$ cat src/rtl/stove_burner_ctrl.sv
// -----------------------------------------------------------------------------
// stove_burner_ctrl
//   Sequencer for a single stove burner. It owns the burner state machine and
//   steers two external register instances (heat level and countdown timer)
//   through their ctrl inputs. All numeric state lives in those registers; this
//   block only reads their outputs back as level_value / time_value.
//
// Optional feature macro: STOVE_ALARM_TIMEOUT_EN
//   defined   : the alarm in DONE clears itself after ALARM_SECS ticks.
//   undefined : DONE and alarm persist until a button pulse.
//
// Ports
//   clk          in   1               system clock, posedge
//   sync_reset   in   1               synchronous reset, active-high
//   btn_sel      in   1               select/confirm/cancel pulse
//   btn_inc      in   1               increment pulse
//   btn_dec      in   1               decrement pulse
//   tick_1hz     in   1               one-cycle pulse once per second
//   level_value  in   LEVEL_WIDTH     level register readback
//   time_value   in   TIME_WIDTH      timer register readback
//   level_ctrl   out  REG_CTRL_WIDTH  level register ctrl (combinational)
//   time_ctrl    out  REG_CTRL_WIDTH  timer register ctrl (combinational)
//   heating      out  1               burner on (registered)
//   alarm        out  1               timer expired (registered)
//   state_o      out  3               current state encoding
//
// Register ctrl codes come from register.vh when it has been read first;
// otherwise the fallback encoding below is used.
// -----------------------------------------------------------------------------
`ifndef REG_CTRL_WIDTH
`define REG_CTRL_WIDTH 3
`endif
`ifndef REG_CTRL_NOP
`define REG_CTRL_NOP 3'd0
`endif
`ifndef REG_CTRL_LD
`define REG_CTRL_LD  3'd1
`endif
`ifndef REG_CTRL_CLR
`define REG_CTRL_CLR 3'd2
`endif
`ifndef REG_CTRL_INC
`define REG_CTRL_INC 3'd3
`endif
`ifndef REG_CTRL_DEC
`define REG_CTRL_DEC 3'd4
`endif

module stove_burner_ctrl #(
    parameter int LEVEL_WIDTH = 4,
    parameter int MAX_LEVEL   = 9,
    parameter int TIME_WIDTH  = 8,
    parameter int MAX_TIME    = 99,
    parameter int ALARM_SECS  = 10
) (
    input  logic                       clk,
    input  logic                       sync_reset,
    input  logic                       btn_sel,
    input  logic                       btn_inc,
    input  logic                       btn_dec,
    input  logic                       tick_1hz,
    input  logic [LEVEL_WIDTH-1:0]     level_value,
    input  logic [TIME_WIDTH-1:0]      time_value,
    output logic [`REG_CTRL_WIDTH-1:0] level_ctrl,
    output logic [`REG_CTRL_WIDTH-1:0] time_ctrl,
    output logic                       heating,
    output logic                       alarm,
    output logic [2:0]                 state_o
);

    typedef enum logic [2:0] {
        ST_IDLE      = 3'd0,
        ST_SET_LEVEL = 3'd1,
        ST_SET_TIME  = 3'd2,
        ST_RUNNING   = 3'd3,
        ST_DONE      = 3'd4
    } state_t;

    state_t state_q, state_d;
    logic   heating_q;
    logic   alarm_q;
    logic   timed_q, timed_d;

`ifdef STOVE_ALARM_TIMEOUT_EN
    localparam int CNT_WIDTH = $clog2(ALARM_SECS + 1);
    logic [CNT_WIDTH-1:0] alarm_cnt_q, alarm_cnt_d;
`else
    // Timeout length only matters when the self-clearing alarm is built in.
    logic unused_alarm_secs_s;
    assign unused_alarm_secs_s = (ALARM_SECS > 0);
`endif

    // Readback qualifiers; out-of-range values count as saturated at max.
    logic level_at_max_s, level_zero_s, level_one_s;
    logic time_at_max_s, time_zero_s, time_one_s;
    logic inc_only_s, dec_only_s, any_btn_s;

    assign level_at_max_s = (level_value >= LEVEL_WIDTH'(MAX_LEVEL));
    assign level_zero_s   = (level_value == {LEVEL_WIDTH{1'b0}});
    assign level_one_s    = (level_value == LEVEL_WIDTH'(1));
    assign time_at_max_s  = (time_value  >= TIME_WIDTH'(MAX_TIME));
    assign time_zero_s    = (time_value  == {TIME_WIDTH{1'b0}});
    assign time_one_s     = (time_value  == TIME_WIDTH'(1));

    // Pressing inc and dec together cancels out to no adjustment.
    assign inc_only_s = btn_inc & ~btn_dec;
    assign dec_only_s = btn_dec & ~btn_inc;
    assign any_btn_s  = btn_sel | btn_inc | btn_dec;

    // Next-state and register ctrl decode; sel beats inc/dec beats tick.
    always_comb begin
        state_d    = state_q;
        timed_d    = timed_q;
        level_ctrl = `REG_CTRL_NOP;
        time_ctrl  = `REG_CTRL_NOP;
`ifdef STOVE_ALARM_TIMEOUT_EN
        alarm_cnt_d = alarm_cnt_q;
`endif
        if (sync_reset) begin
            level_ctrl = `REG_CTRL_CLR;
            time_ctrl  = `REG_CTRL_CLR;
            state_d    = ST_IDLE;
        end else begin
            case (state_q)
                ST_IDLE: begin
                    if (btn_sel) begin
                        state_d = ST_SET_LEVEL;
                    end else begin
                        state_d = ST_IDLE;
                    end
                end
                ST_SET_LEVEL: begin
                    if (btn_sel) begin
                        // Confirming a zero level means the user backed out.
                        if (level_zero_s) begin
                            state_d = ST_IDLE;
                        end else begin
                            state_d = ST_SET_TIME;
                        end
                    end else if (inc_only_s && !level_at_max_s) begin
                        level_ctrl = `REG_CTRL_INC;
                    end else if (dec_only_s && !level_zero_s) begin
                        level_ctrl = `REG_CTRL_DEC;
                    end else begin
                        level_ctrl = `REG_CTRL_NOP;
                    end
                end
                ST_SET_TIME: begin
                    if (btn_sel) begin
                        state_d = ST_RUNNING;
                        // A zero timer at start means run until cancelled.
                        timed_d = !time_zero_s;
                    end else if (inc_only_s && !time_at_max_s) begin
                        time_ctrl = `REG_CTRL_INC;
                    end else if (dec_only_s && !time_zero_s) begin
                        time_ctrl = `REG_CTRL_DEC;
                    end else begin
                        time_ctrl = `REG_CTRL_NOP;
                    end
                end
                ST_RUNNING: begin
                    if (btn_sel) begin
                        // Cancel wins even over the final tick: no alarm.
                        level_ctrl = `REG_CTRL_CLR;
                        time_ctrl  = `REG_CTRL_CLR;
                        state_d    = ST_IDLE;
                    end else if (inc_only_s) begin
                        if (!level_at_max_s) begin
                            level_ctrl = `REG_CTRL_INC;
                        end else begin
                            level_ctrl = `REG_CTRL_NOP;
                        end
                    end else if (dec_only_s) begin
                        if (level_one_s) begin
                            // Turning the flame down to zero switches the burner off.
                            level_ctrl = `REG_CTRL_DEC;
                            time_ctrl  = `REG_CTRL_CLR;
                            state_d    = ST_IDLE;
                        end else if (!level_zero_s) begin
                            level_ctrl = `REG_CTRL_DEC;
                        end else begin
                            level_ctrl = `REG_CTRL_NOP;
                        end
                    end else if (btn_inc || btn_dec) begin
                        // inc+dec together still consumes the cycle ahead of tick.
                        level_ctrl = `REG_CTRL_NOP;
                    end else if (tick_1hz && timed_q) begin
                        if (time_one_s) begin
                            time_ctrl  = `REG_CTRL_DEC;
                            level_ctrl = `REG_CTRL_CLR;
                            state_d    = ST_DONE;
                        end else if (!time_zero_s) begin
                            time_ctrl = `REG_CTRL_DEC;
                        end else begin
                            time_ctrl = `REG_CTRL_NOP;
                        end
                    end else begin
                        state_d = ST_RUNNING;
                    end
                end
                ST_DONE: begin
                    if (any_btn_s) begin
                        state_d = ST_IDLE;
                    end
`ifdef STOVE_ALARM_TIMEOUT_EN
                    else if (tick_1hz) begin
                        if (alarm_cnt_q == CNT_WIDTH'(ALARM_SECS - 1)) begin
                            state_d = ST_IDLE;
                        end else begin
                            alarm_cnt_d = alarm_cnt_q + CNT_WIDTH'(1);
                        end
                    end
`endif
                    else begin
                        state_d = ST_DONE;
                    end
                end
                default: begin
                    state_d = ST_IDLE;
                end
            endcase
`ifdef STOVE_ALARM_TIMEOUT_EN
            // Restart the alarm timeout on every entry into DONE.
            if (state_d == ST_DONE && state_q != ST_DONE) begin
                alarm_cnt_d = {CNT_WIDTH{1'b0}};
            end else begin
                alarm_cnt_d = alarm_cnt_d;
            end
`endif
        end
    end

    // State and Moore output registers; outputs track the next state.
    always_ff @(posedge clk) begin
        if (sync_reset) begin
            state_q   <= ST_IDLE;
            heating_q <= 1'b0;
            alarm_q   <= 1'b0;
            timed_q   <= 1'b0;
`ifdef STOVE_ALARM_TIMEOUT_EN
            alarm_cnt_q <= {CNT_WIDTH{1'b0}};
`endif
        end else begin
            state_q   <= state_d;
            heating_q <= (state_d == ST_RUNNING);
            alarm_q   <= (state_d == ST_DONE);
            timed_q   <= timed_d;
`ifdef STOVE_ALARM_TIMEOUT_EN
            alarm_cnt_q <= alarm_cnt_d;
`endif
        end
    end

    assign heating = heating_q;
    assign alarm   = alarm_q;
    assign state_o = state_q;

endmodule

$ cat config.mk
export PLATFORM = sky130hd
export DESIGN_NAME = stove_burner_ctrl
export DESIGN_NICKNAME = d
export VERILOG_FILES = /design/src/rtl/stove_burner_ctrl.sv
export SDC_FILE = /design/constraint.sdc
export NUM_CORES = 1
export LEC_CHECK = 0
export CAP_MARGIN = 30
export CELL_PAD_IN_SITES_DETAIL_PLACEMENT = 0
export CELL_PAD_IN_SITES_GLOBAL_PLACEMENT = 2
export CORE_UTILIZATION = 17
export DETAILED_ROUTE_END_ITERATION = 6
export HOLD_SLACK_MARGIN = 0.08
export PLACE_DENSITY = 0.76
export SKIP_LAST_GASP = 1
export SLEW_MARGIN = 0
export SYNTH_ARGS = -nofsm -noshare
export SYNTH_HDL_FRONTEND = slang
export SYNTH_SLANG_ARGS = --single-unit
$ cat constraint.sdc
create_clock -name clk -period 1.4 [get_ports clk]
set_input_delay 0.35 -clock clk [delete_from_list [all_inputs] [get_ports clk]]
set_output_delay 0.35 -clock clk [all_outputs]
set_load 0.03 [all_outputs]
==> results of run 1 <==
[stage by stage]
| stage | TNS (ps) | power, mW |
|---|---|---|
| 4_1_cts | -2410 | 0.576 |
| 6_report | -2730 | 0.587 |
| 3_5_place_dp | -7350 | 0.382 |
| 3_3_place_gp | -7220 | 0.380 |
| 5_1_grt | -3400 | 0.619 |
| 2_1_floorplan | -650 | 0.277 |
[cell usage in the layout, fill, tap and decap left out, drive strengths merged, types with 4 or more instances in the layout]
cell type      count
clkdlybuf4s15      5
buf               40
dlygate4sd2       11
nor3               4
dfxtp              6
nand2              6
nor2               6
clkbuf             5
[critical path, stage by stage, from the launching register on]
cell,delay (ps)
dfxtp_2,320
and3b_2,230
buf_6,120
nand4_4,60
a21oi_2,60
or3b_4,360
buf_6,140
[layout make-up]
cell class | instances | area, um2
fill | 288 | 1570
timing repair buffer | 59 | 528
multi-input combinational | 51 | 505
sequential | 6 | 130
tap | 31 | 38.8
clock buffer | 3 | 22.5
inverter | 3 | 11.3
[how the worst min path moves through the flow]
stage	from	endpoint	slack, ps	cells after the start
3_3_place_gp	timed_q	timed_q	500	2
2_1_floorplan	timed_q	timed_q	450	2
6_report	timed_q	timed_q	540	2
5_1_grt	timed_q	timed_q	580	2
3_5_place_dp	timed_q	timed_q	520	2
4_1_cts	timed_q	timed_q	500	2
[kinds of logic (layout without fill, tap and decap cells)]
logic type	count (synthesis)	after routing	synth area share [%]
AND/OR/NAND/NOR	38	38	48.3
AO/OA/AOI/OAI	11	11	16.3
buffers and inverters	7	65	8.01
flip-flops	6	6	23.3
multiplexers	2	2	4.13
[power by group through the flow]
| stage | Sequential, mW | Combinational, mW | Clock, mW |
|---|---|---|---|
| final | 0.180 | 0.246 | 0.161 |
| after global routing | 0.180 | 0.264 | 0.175 |
| after CTS | 0.180 | 0.230 | 0.166 |
| after detailed placement | 0.182 | 0.199 | 0 |
| after global placement | 0.183 | 0.198 | 0 |
| after floorplan | 0.192 | 0.0849 | 0 |
[cell usage after synthesis]
library cell  number
a41o_2             1
nand4_2            2
nand2_1            6
and3b_1            3
o21ai_0            1
nand4_1            1
mux2_2             1
a31o_2             1
a21oi_1            2
and3_1             1
nand3b_1           3
buf_4              2
mux2i_1            1
nand3_1            2
dfxtp_1            6
nor2b_1            1
nor2b_2            1
o31ai_1            1
inv_1              3
a211oi_1           2
nor4_2             1
a311oi_2           1
nor4_1             2
or3b_1             1
nand4b_1           2
nor2_1             6
buf_6              1
nor3_1             4
clkbuf_1           1
and4_1             1
o21ai_1            1
a31oi_1            1
nor3b_2            1
[per-layer routing]
metal	GRT usage (%)	vias to the layer above	share of wire (%)
met4	6.62	0	1.1
met1	17.2	341	44
li1	-	358	-
met2	21.3	17	52
met3	0.680	2	2.8
met5	0	-	0
[repair_timing]
item	CTS	global route
endpoints found under the setup margin	14	11
pin swaps	12	8
resized for setup	54	18
buffers inserted	8	4
[sequential cells by signal, summed over array words and instances, names as in the netlist]
name / flops
heating: 1
timed_q: 1
state_o: 3
alarm: 1
==> flow_summary.ini, run 1 <==
[routing]
wirelength_mm = 2.05
vias = 718
drc_errors = 3
viasPerCell = 4.69
ant_nets = 0
drtIter0Drc = 12
wire_per_inst_um = 13.4
dr.pass1.iters = 6

[critical_path]
crit_end = level_ctrl[1]
worstSetupPathType = flip-flop to output port
r2r-end = state_o[0]
reg2reg_depth = 7
worstReg2RegStart = timed_q
cp-start-kind = flip-flop
crit_path_end_kind = output port
cp.required_ps = 1050
crit_arrival_ps = 1540
ff2ff_setup_slack_ps = 30
crit_path_start = timed_q
cp_max_fo = 2

[placed_design]
pre_cts_slack_ps = -1030
gp_congestion = 0.797
dpl.hpwl_mm = 1.39
portBuffers = 28
dp_cells = 138
placed_cell_area_um2 = 978

[cells_and_area]
layout-drive-gt1-share_pct = 63.1
num_antenna_cells = 0
fin_util_pct = 44.1
finalNetCount = 142
instances_no_fill = 153
fin_area_um2 = 1240
area_growth_pct = 140

[outcome]
status = complete, but fails checks
violations = design-rule violations, negative setup slack

[logic_synthesis]
yosysTopAreaCell = dfxtp_1
netlist_top_cells_area = dfxtp_1 (23%), and3b_1 (5.1%), nand4_2 (4.9%)
synth_area_per_cell_um2 = 8.05
synth_area_um2 = 515
synth_seq_cells = 6
yosysUniqueCellTypes = 33
synth_nets = 82
synth_cells = 64
synth.yosys.seq_area_share_pct = 23.3
yosysWarnings = 0
synth_top_area_share_pct = 23.3

[pwr]
seqPwrFrac_pct = 30.7
p_sw_share_pct = 31.1
pwr-share-comb_pct = 42.0
p_clk_share_pct = 27.3
p_switching_mw = 0.182
p_per_area_nw_per_um2 = 475
p_leak_nw = 0.534
vdd_drop_max_mv = 0.237
internal-power_mw = 0.405

[die]
die_area_um2 = 3260
start_util_pct = 18.4
die_h_um = 57.1
dieWidth_um = 57.1
fp-row-count = 19
coreArea_um2 = 2810
io_pins = 29

[clocking]
clock_latency_ps = 250
cts_buffer_depth = 2
cts_tree = yes
cts.reportedPaths.clkPinSlew_ps = 50
hold_buffers = 0
htree_levels = 1
numCtsBuffers = 3
cts.sinks = 6
cts_root_buf = clkbuf_4

[grt]
grt_max_degree = 10
grt-ovfl-total = 0
grtUsageTotal_pct = 13.0
grt_pass1_vias = 698
grt_pass1_wl_mm = 3.19
grt_antenna_before_repair = 0

[flow_run]
cap_viol_max_count = 0

[sta]
min_period_over_period_pct = 135
worst_pin_slew_ps = 296
fin_ws_ps = -491
fin_skew_ps = 4.00
finalHoldViolations = 0
fmax_ghz = 0.529
drv_slew = 0
slew_headroom_pct = 80.3
layout_min_cycle_time_ps = 1890
rsz0062_at_grt = true
hold_ws_ps = 541
setup_viol = 11

[hold_path]
hp-class = flip-flop to flip-flop
(Power assumes the default switching activity.)
==> run 2, diff against run 1 <==
--- a/config.mk
+++ b/config.mk
@@ -8,10 +8,10 @@
 export CAP_MARGIN = 30
 export CELL_PAD_IN_SITES_DETAIL_PLACEMENT = 0
 export CELL_PAD_IN_SITES_GLOBAL_PLACEMENT = 2
-export CORE_UTILIZATION = 17
+export CORE_UTILIZATION = 19
 export DETAILED_ROUTE_END_ITERATION = 6
 export HOLD_SLACK_MARGIN = 0.08
-export PLACE_DENSITY = 0.76
+export PLACE_DENSITY = 0.8
 export SKIP_LAST_GASP = 1
 export SLEW_MARGIN = 0
 export SYNTH_ARGS = -nofsm -noshare
==> constraint.sdc (replaced) <==
create_clock -name clk -period 2.15 [get_ports clk]
set_input_delay 0.5375 -clock clk [delete_from_list [all_inputs] [get_ports clk]]
set_output_delay 0.5375 -clock clk [all_outputs]
set_load 0.03 [all_outputs]
==> run 2 against run 1 <==
The run now ends clean. Highest routed layer unchanged. Clock power fell by 37%. Utilization increased by 0.18 points. Cell area down 9.7%. Critical path depth did not move. Largest cell class unchanged. Routed wire length is 9.0% lower. Worst hold slack improved by 2.7 ps. Sequential power is 34% lower. Global-route usage is 1.5 points higher. Die area shrank 10%.
==> flow_summary.ini, run 2 (same netlist as run 1, synthesis figures left out) <==
[outcome]
status = completed

[sta]
finalHoldViolations = 0
setup_viol = 0
fin_ws_ps = 33.4
slew_headroom_pct = 79.4
worst_pin_slew_ps = 308
rsz0062_at_grt = true
drv_slew = 0
layout_min_cycle_time_ps = 2120
fin_skew_ps = 3.02
min_period_over_period_pct = 98.4
fmax_ghz = 0.472

[cells_and_area]
area_growth_pct = 117
finalNetCount = 140
fin_util_pct = 44.2
layout_commonest_cell = buf_4
num_antenna_cells = 0
largest_register_ffs = 3
final_cell_mix = buf_4 (27), buf_6 (8), clkdlybuf4s15_1 (7)
layout-drive-gt1-share_pct = 53.3

[placed_design]
gp_congestion = 0.772
portBuffers = 28
dpl.hpwl_mm = 1.45
pre_cts_slack_ps = -816

[critical_path]
crit_arrival_ps = 1580
reg2reg_depth = 10
cp.required_ps = 1610
ff2ff_setup_slack_ps = 380
cp_max_fo = 2
worstReg2RegStart = timed_q
crit_path_end_kind = output port
r2r-end = state_o[2]
worstSetupPathType = primary input to output port
cp-start-kind = primary input

[grt]
grt-ovfl-total = 0
grtUsageTotal_pct = 14.4
grt_max_degree = 10
grt_antenna_before_repair = 0
grt_pass1_wl_mm = 3.04
grt_pass1_vias = 693

[die]
die_area_um2 = 2930
dieWidth_um = 54.1
die_h_um = 54.1
io_pins = 29
coreArea_um2 = 2520
start_util_pct = 20.4
fp-row-count = 18

[routing]
drtIter0Drc = 13
wirelength_mm = 1.87
wire_per_inst_um = 12.5
viasPerCell = 4.72
ant_nets = 0
drc_errors = 0
dr.pass1.iters = 4
vias = 708

[clocking]
cts_buffer_depth = 2
cts.sinks = 6
cts_root_buf = clkbuf_4
hold_buffers = 0
htree_levels = 1
clock_latency_ps = 240
cts.reportedPaths.clkPinSlew_ps = 40
numCtsBuffers = 3
cts_tree = yes

[pwr]
p_leak_nw = 0.486
vdd_drop_max_mv = 0.246
p_per_area_nw_per_um2 = 324

[hold_path]
holdPathStages = 2
worstHoldEndpoint = timed_q
min_from = timed_q
hp-class = flip-flop to flip-flop

[flow_run]
cap_viol_max_count = 0
[run 2: metal layers]
layer	vias up	track usage, %	share of wire (%)	wire length, um
li1	354	-	-	-
met1	320	18.9	46	862
met2	29	23.5	48	895
met3	5	0	3.7	69
met4	0	8.97	2.1	40
met5	-	0	0	0
[run 2: per-stage QoR]
step | instances | power [mW] | setup TNS (ps) | hold WS [ps] | area [um2]
4_1_cts | 150 | 0.366 | -3.28 | 551 | 1110
5_1_grt | 150 | 0.385 | -50.3 | 588 | 1120
2_1_floorplan | 64 | 0.173 | 0 | 453 | 518
3_5_place_dp | 142 | 0.253 | -2730 | 544 | 976
6_report | 150 | 0.362 | 0 | 544 | 1120
3_3_place_gp | 142 | 0.252 | -2780 | 493 | 976
[run 2: area by class of cell]
cell class,count,area [um2]
sequential,6,120
inverter,3,11.3
fill,269,1410
tap,30,37.5
clock buffer,3,22.5
multi-input combinational,51,447
timing repair buffer,57,478
[run 2: worst max-delay path by stage]
| stage | startpoint | end | slack, ps | cells after the start |
|---|---|---|---|---|
| 4_1_cts | tick_1hz | level_ctrl[1] | -3 | 6 |
| 5_1_grt | level_value[0] | level_ctrl[0] | -20 | 6 |
| 3_5_place_dp | time_value[1] | level_ctrl[1] | -820 | 6 |
| 2_1_floorplan | state_o[1] | time_ctrl[0] | 80 | 5 |
| 3_3_place_gp | time_value[1] | level_ctrl[1] | -820 | 6 |
| 6_report | tick_1hz | level_ctrl[1] | 30 | 6 |
[run 2: critical path, stage by stage]
cell and delay (ps):
clkdlybuf4s15_1 170, and3b_2 220, nand4_4 70, a21oi_2 60, or3b_4 370, buf_6 150
[run 2: repair_timing]
item	in CTS	in global routing
resized for setup	62	16
pin swaps	13	12
hold endpoints to repair	0	0
setup buffers	6	1
endpoints found under the setup margin	6	7
[run 2: power breakdown]
group	switching [mW]	internal, mW	total, mW
registers	0.00317	0.116	0.119
logic	0.0678	0.0745	0.142
clock network	0.0378	0.0629	0.101
total	0.109	0.253	0.362
==> run 3, diff against run 2 <==
--- a/config.mk
+++ b/config.mk
@@ -12,8 +12,8 @@
 export DETAILED_ROUTE_END_ITERATION = 6
 export HOLD_SLACK_MARGIN = 0.08
 export PLACE_DENSITY = 0.8
+export RECOVER_POWER = 25
 export SKIP_LAST_GASP = 1
-export SLEW_MARGIN = 0
 export SYNTH_ARGS = -nofsm -noshare
 export SYNTH_HDL_FRONTEND = slang
 export SYNTH_SLANG_ARGS = --single-unit
==> run 3 against run 2 <==
Flip-flop and latch count unchanged. Register-to-register slack about the same. Count of clock-buffer cells in the layout unchanged. Maximum frequency unchanged. Total power about the same. Global-route usage unchanged. Clock power about the same. Via count unchanged. Routed wire length about the same. Critical endpoint unchanged.
==> flow_summary.ini, run 3 (same netlist as run 1, synthesis figures left out) <==
[outcome]
status = completed

[clocking]
hold_buffers = 0
cts_buffer_depth = 2
cts.sinks = 6
htree_levels = 1
cts.reportedPaths.clkPinSlew_ps = 40
clock_latency_ps = 240
cts_tree = yes
numCtsBuffers = 3
cts_root_buf = clkbuf_4

[critical_path]
cp.required_ps = 1610
crit_path_end_kind = output port
crit_end = level_ctrl[1]
crit_path_start = tick_1hz
worstSetupPathType = primary input to output port
worstReg2RegStart = timed_q
ff2ff_setup_slack_ps = 380
cp-start-kind = primary input
cp_max_fo = 2
reg2reg_depth = 10
r2r-end = state_o[2]
crit_arrival_ps = 1580

[die]
start_util_pct = 20.4
coreArea_um2 = 2520
die_area_um2 = 2930
die_h_um = 54.1
dieWidth_um = 54.1
fp-row-count = 18
io_pins = 29

[sta]
fmax_ghz = 0.472
setup_viol = 0
min_period_over_period_pct = 98.4
fin_setup_tns_ps = 0
worst_pin_slew_ps = 308
hold_ws_ps = 544
slew_headroom_pct = 79.4
drv_slew = 0
fin_skew_ps = 3.02
finalHoldViolations = 0
layout_min_cycle_time_ps = 2120
rsz0062_at_grt = true

[placed_design]
dpl.hpwl_mm = 1.45
portBuffers = 28
gp_congestion = 0.772
placed_cell_area_um2 = 976
dp_cells = 142

[cells_and_area]
num_antenna_cells = 0
largest_register_ffs = 3
instances_no_fill = 150
layout-drive-gt1-share_pct = 53.3
layout_commonest_cell = buf_4
fin_area_um2 = 1120
final_cell_mix = buf_4 (27), buf_6 (8), clkdlybuf4s15_1 (7)
finalNetCount = 140
area_growth_pct = 117
fin_util_pct = 44.2

[pwr]
internal-power_mw = 0.253
vdd_drop_max_mv = 0.246
p_leak_nw = 0.489
pwr-share-comb_pct = 39.3
p_sw_share_pct = 30.1
p_switching_mw = 0.109
p_per_area_nw_per_um2 = 324
seqPwrFrac_pct = 32.8
p_clk_share_pct = 27.9

[routing]
wirelength_mm = 1.87
dr.pass1.iters = 4
viasPerCell = 4.72
drc_errors = 0
drtIter0Drc = 13
ant_nets = 0
wire_per_inst_um = 12.4
vias = 708

[grt]
grt_max_degree = 10
grt-ovfl-total = 0
grtUsageTotal_pct = 14.4
grt_antenna_before_repair = 0
grt_pass1_wl_mm = 3.04
grt_pass1_vias = 693

[hold_path]
holdPathStages = 2
hp-class = flip-flop to flip-flop

[flow_run]
cap_viol_max_count = 0
==> run 3: cell types whose count changed in the layout (fill, tap and decap cells not counted) <==
cell,before,now
clkdlybuf4s50_1,5,4
dlygate4sd3_1,0,1
==> run 3: area by class of cell <==
| cell class | count | area, um2 |
|---|---|---|
| multi-input cells | 51 | 447 |
| flip-flops and latches | 6 | 120 |
| clock buffers | 3 | 22.5 |
| well taps | 30 | 37.5 |
| repair buffers | 57 | 478 |
| inverters | 3 | 11.3 |
| fillers | 269 | 1410 |
==> run 3: stage by stage <==
| step | setup slack, ps | power [mW] |
|---|---|---|
| final | 33.4 | 0.362 |
| after global routing | -19.1 | 0.385 |
| after CTS | -3.28 | 0.366 |
| after detailed placement | -816 | 0.253 |
| after global placement | -823 | 0.252 |
| after floorplan | 78.9 | 0.173 |
==> run 3: worst min-delay path by stage <==
| stage | to | slack, ps | start |
|---|---|---|---|
| after floorplan | timed_q | 450 | timed_q |
| after global placement | timed_q | 490 | timed_q |
| after detailed placement | timed_q | 540 | timed_q |
| after CTS | timed_q | 550 | timed_q |
| after global routing | timed_q | 590 | timed_q |
| final | timed_q | 540 | timed_q |
==> run 3: power groups by stage <==
stage | Combinational (mW) | Sequential [mW] | Clock [mW]
floorplan | 0.0477 | 0.125 | 0
global placement | 0.132 | 0.120 | 0
detailed placement | 0.133 | 0.120 | 0
CTS | 0.140 | 0.119 | 0.107
global route | 0.153 | 0.119 | 0.113
finish | 0.142 | 0.119 | 0.101
==> run 3: worst max-delay path, stage by stage <==
cell and delay, ps:
clkdlybuf4s15_1 170, and3b_2 220, nand4_4 70, a21oi_2 60, or3b_4 370, buf_6 150
==> run 3: repair_timing <==
item	in CTS	in global routing
gates cloned	0	0
buffers inserted	6	1
resized for setup	62	16
pin swaps	13	12
endpoints found under the setup margin	6	7
==> run 3: routing by layer <==
metal | GRT usage [%] | share of wire (%) | vias up
li1 | - | - | 354
met1 | 18.9 | 46 | 320
met2 | 23.5 | 48 | 29
met3 | 0 | 3.7 | 5
met4 | 8.97 | 2.1 | 0
met5 | 0 | 0 | -
